==> src/rtl/demux1to3_stream.sv <==
// demux1to3_stream: registered 1-to-3 valid/ready demux, one-entry register per channel (clk, rst async high; in_valid/in_ready/in_data/sel in; outK_valid/outK_ready/outK_data out; sel 3 discards); DEMUX_DROP_CNT_EN builds the saturating drop_cnt, else drop_cnt is 0
module demux1to3_stream #(
  parameter int WIDTH = 8
) (
  input  logic             clk,
  input  logic             rst,
  input  logic             in_valid,
  output logic             in_ready,
  input  logic [WIDTH-1:0] in_data,
  input  logic [1:0]       sel,
  output logic             out0_valid,
  input  logic             out0_ready,
  output logic [WIDTH-1:0] out0_data,
  output logic             out1_valid,
  input  logic             out1_ready,
  output logic [WIDTH-1:0] out1_data,
  output logic             out2_valid,
  input  logic             out2_ready,
  output logic [WIDTH-1:0] out2_data,
  output logic [7:0]       drop_cnt
);
  logic [2:0]       vld, rdy;
  logic [3:0]       room;
  logic [WIDTH-1:0] dat [3];
  logic             acc;
  assign rdy      = {out2_ready, out1_ready, out0_ready};
  assign room     = {1'b1, ~vld | rdy};
  assign in_ready = room[sel];
  assign acc      = in_valid & in_ready;
  genvar k;
  for (k = 0; k < 3; k++) begin : g_ch
    logic             v;
    logic [WIDTH-1:0] d;
    always_ff @(posedge clk or posedge rst)
      if (rst) begin
        v <= 1'b0;
        d <= '0;
      end else if (acc && sel == 2'(k)) begin
        v <= 1'b1;
        d <= in_data;
      end else if (rdy[k]) begin
        v <= 1'b0;
      end
    assign vld[k] = v;
    assign dat[k] = d;
  end
  assign out0_valid = vld[0];
  assign out1_valid = vld[1];
  assign out2_valid = vld[2];
  assign out0_data  = dat[0];
  assign out1_data  = dat[1];
  assign out2_data  = dat[2];
`ifdef DEMUX_DROP_CNT_EN
  always_ff @(posedge clk or posedge rst)
    if (rst) drop_cnt <= '0;
    else if (acc && sel == 2'd3 && drop_cnt != 8'hFF) drop_cnt <= drop_cnt + 8'd1;
`else
  assign drop_cnt = '0;
`endif
endmodule

==> config.mk <==
export PLATFORM = sky130hd
export DESIGN_NAME = demux1to3_stream
export DESIGN_NICKNAME = d
export VERILOG_FILES = /design/src/rtl/demux1to3_stream.sv
export SDC_FILE = /design/constraint.sdc
export NUM_CORES = 1
export LEC_CHECK = 0
export BUFFER_PORTS_ARGS = -buffer_cell sky130_fd_sc_hd__buf_2
export CAP_MARGIN = 25
export CELL_PAD_IN_SITES_DETAIL_PLACEMENT = 0
export CELL_PAD_IN_SITES_GLOBAL_PLACEMENT = 1
export CORE_MARGIN = 2
export CORE_UTILIZATION = 32
export CTS_CLUSTER_DIAMETER = 50
export DETAILED_ROUTE_END_ITERATION = 7
export PLACE_DENSITY_LB_ADDON = 0.1
export RECOVER_POWER = 100
export SLEW_MARGIN = 20
export SYNTH_ARGS = -nofsm -noshare
export SYNTH_HDL_FRONTEND = slang
export SYNTH_SLANG_ARGS = --single-unit
==> constraint.sdc <==
create_clock -name clk -period 1.1 [get_ports clk]
set_input_delay 0.33 -clock clk [delete_from_list [all_inputs] [get_ports clk]]
set_output_delay 0.33 -clock clk [all_outputs]
set_load 0.01 [all_outputs]
Word-level counts from Yosys, hierarchy flattened

Index checks and enable logic that the tools add are counted.

Bits in registers: 27
Output and inout bits: 36
Logic and storage cells: 27

Magnitude comparators: 1
Eq/ne operators: 2
Multiplexer cells: 8
Bitwise gates (word level): 3
Reduce and logical (&&, ||, !) cells: 7

Operator list:

| cell                                                                         | number |
|---|---|
| 1-bit 2-to-1 mux                                                             | 7 |
| 2-bit nonzero test                                                           | 3 |
| 1-bit logical AND                                                            | 3 |
| 2-bit by 3-bit less-than comparator with 1-bit output, second input constant | 1 |
| 3-bit inverter                                                               | 1 |
| 3-bit bitwise OR                                                             | 1 |
| 1-bit binary-select mux with 2-bit select                                    | 1 |
| 2-bit by 1-bit equality test with 1-bit output, second input constant        | 1 |
| 2-bit equality test, second input constant                                   | 1 |
| 2-bit zero test                                                              | 1 |
| 1-bit bitwise AND                                                            | 1 |

Logic depth before layout (Yosys ltp)

Depth in word-level cells: 7
Depth in mapped cells: 4
Gate-level depth less buffers: 3

Least setup slack after synthesis

OpenSTA, ideal clock, no wires.

Kind: register to register
Start: register g_ch[1].v, in the netlist out1_valid
End: register g_ch[1].d[0], in the netlist out1_data[0]
Library setup time: 0.125 ns
Data arrival time: 1.115 ns
Required time: 0.975 ns
Slack: -0.140 ns
Stages on the path, launching flop included: 5
Clock period less this slack: 1.240 ns
Cells stage by stage: dfrtp_1 > nand2b_1 > and3_4 > buf_6 > mux2_4

Word-level cells in the longest chain between the ends: 6

RTL lines:

| item                                      | line | source |
|---|---|---|
| from (decl)                               | 32   | `logic v;` |
| from (signal assigned)                    | 36   | `v <= 1'b0;` |
| from (signal assigned)                    | 39   | `v <= 1'b1;` |
| from (signal assigned)                    | 42   | `v <= 1'b0;` |
| 3-bit inverter                            | 27   | `assign room = {1'b1, ~vld \| rdy};` |
| 3-bit bitwise OR                          | 27   |  |
| 1-bit binary-select mux with 2-bit select | 28   | `assign in_ready = room[sel];` |
| 1-bit 2-to-1 mux (not written as such)    | 28   |  |
| 1-bit bitwise AND                         | 29   | `assign acc = in_valid & in_ready;` |
| 1-bit logical AND                         | 38   | `end else if (acc && sel == 2'(k)) begin` |
| to (signal assigned)                      | 40   | `d <= in_data;` |
| to (decl)                                 | 33   | `logic [WIDTH-1:0] d;` |

No other way between the ends. The select of a mux whose other input is x is not followed.
A chain may end at the register's enable or synchronous reset.

Worst setup path after layout

Start: register g_ch[1].v, in the netlist out1_valid
End: output port in_ready

Word-level cells in the longest chain between the ends: 4

RTL lines:

| item                                      | line | source |
|---|---|---|
| 3-bit inverter                            | 27   |  |
| 3-bit bitwise OR                          | 27   |  |
| 1-bit binary-select mux with 2-bit select | 28   |  |
| 1-bit 2-to-1 mux (not written as such)    | 28   |  |
| to (decl)                                 | 8    | `output logic in_ready,` |

No other way between the ends. The select of a mux whose other input is x is not followed.

==> results.json <==
{
  "cts_tree": "built",
  "period_share": 1.31,
  "ys.warnings.count": 0,
  "end_kind": "output port",
  "critPathBufInv": 1,
  "critPathRequiredTime_ps": 770,
  "violations": "setup timing",
  "layout-drive-gt1-share": 0.678,
  "synth.distinct_cells": 16,
  "grt_pass1_vias": 801,
  "dpl.hpwl_mm": 1.62,
  "crit_arrival_ps": 1110,
  "hold_path.class": "input pin to asynchronous set/reset pin",
  "dp.cells": 170,
  "finClkSkew_ps": 9.63,
  "fin_util": 0.467,
  "viasPerCell": 4.20,
  "dr.first_iter.drc_count": 17,
  "setup_viol_count_final": 52,
  "final_area_um2": 1700,
  "stdcell_count": 191,
  "synth_area_um2": 1190,
  "crit_chain": "nand2b_1 -> mux2i_1 -> o21ai_1 -> buf_2",
  "slowest_delay_ps": 390,
  "core_area_um2": 3630,
  "htreeDepth": 1,
  "die_w_um": 65.1,
  "crit_path_top_delay_cell": "dfrtp_1",
  "placed_area_um2": 1490,
  "numPortBuffers": 43,
  "grt.total_usage": 0.116,
  "drt-total-wl_mm": 2.31,
  "syn_area_per_cell_um2": 15.3,
  "yosys.area.top_type": "dfrtp_1",
  "io_pins": 52,
  "r2r_start": "out1_valid",
  "status": "finished, violations left",
  "cp_top_family": "flip-flops",
  "root_buffer": "clkbuf_8",
  "rrSetupSlack_ps": -250,
  "die_area_um2": 4240,
  "drcViolationCount": 0,
  "start_util": 0.329,
  "area_growth_syn_to_layout_pct": 41.9,
  "grt_start_max_net_pins": 28,
  "insertion_delay_ps": 270,
  "grt_setup_unrepaired": "yes",
  "criticalPathCategory": "register to output port",
  "clock_path_buffers": 2,
  "antenna_found_initial": 0,
  "ant_nets": 0,
  "dr.pass1.iters": 4,
  "max_slew_margin": 0.551,
  "clk_pin_slew_ps": 100,
  "synth_top_area_share": 0.565,
  "finalHoldViolations": 0,
  "ir_drop_uv": 548,
  "max_freq_mhz": 696,
  "numCtsBuffers": 3,
  "ys_ff_latch": 27,
  "row_count": 22,
  "synthCells": 78,
  "worst_slew_pin_slew_ps": 673,
  "grt_pass1_wl_mm": 3.72,
  "yosysSeqAreaShare": 0.565,
  "fp.dieH_um": 65.1,
  "reg2reg_depth": 4,
  "fin_ws_ps": -338,
  "leakage_nw": 0.894,
  "finalMaxSlewViolations": 0,
  "cts_sinks": 27,
  "fill_cells": 371,
  "num_antenna_cells": 0,
  "r2r-end": "out1_data[7]",
  "start_kind": "register",
  "place.gp.congestion": 0.620,
  "vias": 802,
  "maxCapViolations": 0,
  "cp_max_fo": 3,
  "grt-ovfl-total": 0,
  "synthTopCellsByArea": "dfrtp_1, mux2_4, mux2_2",
  "p_total_mw": 2.72,
  "nets": 160,
  "min_period_ps": 1440,
  "power_density_nw_per_um2": 1600,
  "wl_per_cell_um": 12.1
}
## worst reg2reg max path, cell delays in order, from the launching register on
cell and delay [ps]:
dfrtp_1 390, nand2b_1 110, buf_4 110, and3_4 300
mux2_4 320
## cell usage in the layout, fill, tap and decap left out
cell,instances
mux2_4,16
buf_4,16
nand2b_1,2
mux2i_1,1
clkbuf_8,3
buf_16,1
buf_2,42
buf_6,1
mux2_2,8
o21ai_0,1
clkbuf_2,1
inv_1,1
conb_1,8
and3_4,1
dfrtp_1,27
clkinv_2,1
o21ai_1,1
nand2b_4,1
buf_12,2
nand3b_4,1
nand2_1,4
clkbuf_4,1
nand3b_1,1
nor2b_4,2
## timing repair
item                       4_1_cts  5_1_grt
pin swaps                        0        1
setup endpoints to repair       52       52
buffers inserted                12        4
hold buffers                     0        0
gates resized for setup          4        1
cloned                           1        0
## synth_stat cells
| master | number |
|---|---|
| dfrtp_1 | 27 |
| mux2_4 | 16 |
| buf_4 | 8 |
| mux2_2 | 8 |
| nand2_1 | 4 |
| nand2b_1 | 3 |
| buf_6 | 2 |
| o21ai_0 | 2 |
| and3_4 | 1 |
| conb_1 | 1 |
| inv_1 | 1 |
| mux2i_1 | 1 |
| nand3b_1 | 1 |
| nand3b_2 | 1 |
| nor2b_1 | 1 |
| nor2b_2 | 1 |
## report_power, final
| part | total, mW | leakage (nW) | internal (mW) | switching [mW] |
|---|---|---|---|---|
| clock network | 0.553 | 0.0255 | 0.253 | 0.300 |
| registers | 1.28 | 0.323 | 1.19 | 0.0941 |
| logic | 0.883 | 0.545 | 0.545 | 0.338 |
| total | 2.72 | 0.894 | 1.98 | 0.732 |
## cell families (layout without fill, tap and decap cells)
group | Yosys count | count (layout) | synth area share
AOI/OAI and AO/OA | 2 | 2 | 0.00838
muxes | 25 | 25 | 0.285
and+or+nand+nor | 12 | 12 | 0.0660
buffers and inverters | 11 | 69 | 0.0722
other | 1 | 8 | 0.00314
DFF | 27 | 27 | 0.565
## per-stage QoR
step | hold WS [ps] | setup slack, ps | TNS (ps)
floorplan | 383 | -128 | -2190
global placement | 368 | -256 | -6080
detailed placement | 374 | -278 | -6340
CTS | 72.4 | -359 | -3860
global route | 282 | -425 | -6610
finish | 217 | -338 | -4010
## how the worst max path moves through the flow
stage                     startpoint           end  slack (ps)  cells after the start
final                     out1_valid      in_ready        -340                      4
after global routing      out1_valid      in_ready        -420                      4
after global placement        sel[1]  out1_data[5]        -260                      4
after CTS                 out1_valid      in_ready        -360                      4
after floorplan           out1_valid  out1_data[0]        -130                      4
after detailed placement      sel[0]  out2_data[4]        -280                      5
## per-layer routing
layer	share of wire	global-route usage	vias to the layer above
met4	0.012	0.0547	0
met5	0	0	-
met1	0.46	0.158	389
met3	0.053	0.0188	2
li1	-	-	384
met2	0.48	0.183	27
## registers in the layout, indices dropped and copies added, names as in the netlist
signal,count
out2_data,8
out1_valid,1
out0_valid,1
out1_data,8
out0_data,8
out2_valid,1
## layout make-up
class	count	area [um2]	area share
clock inverter	1	5.00	0.00295
tap	48	60.1	0.0354
inverter	1	3.75	0.00221
multi-input combinational	47	488	0.288
sequential	27	676	0.399
clock buffer	3	41.3	0.0244
timing repair buffer	64	422	0.249
(Power assumes the default switching activity.)
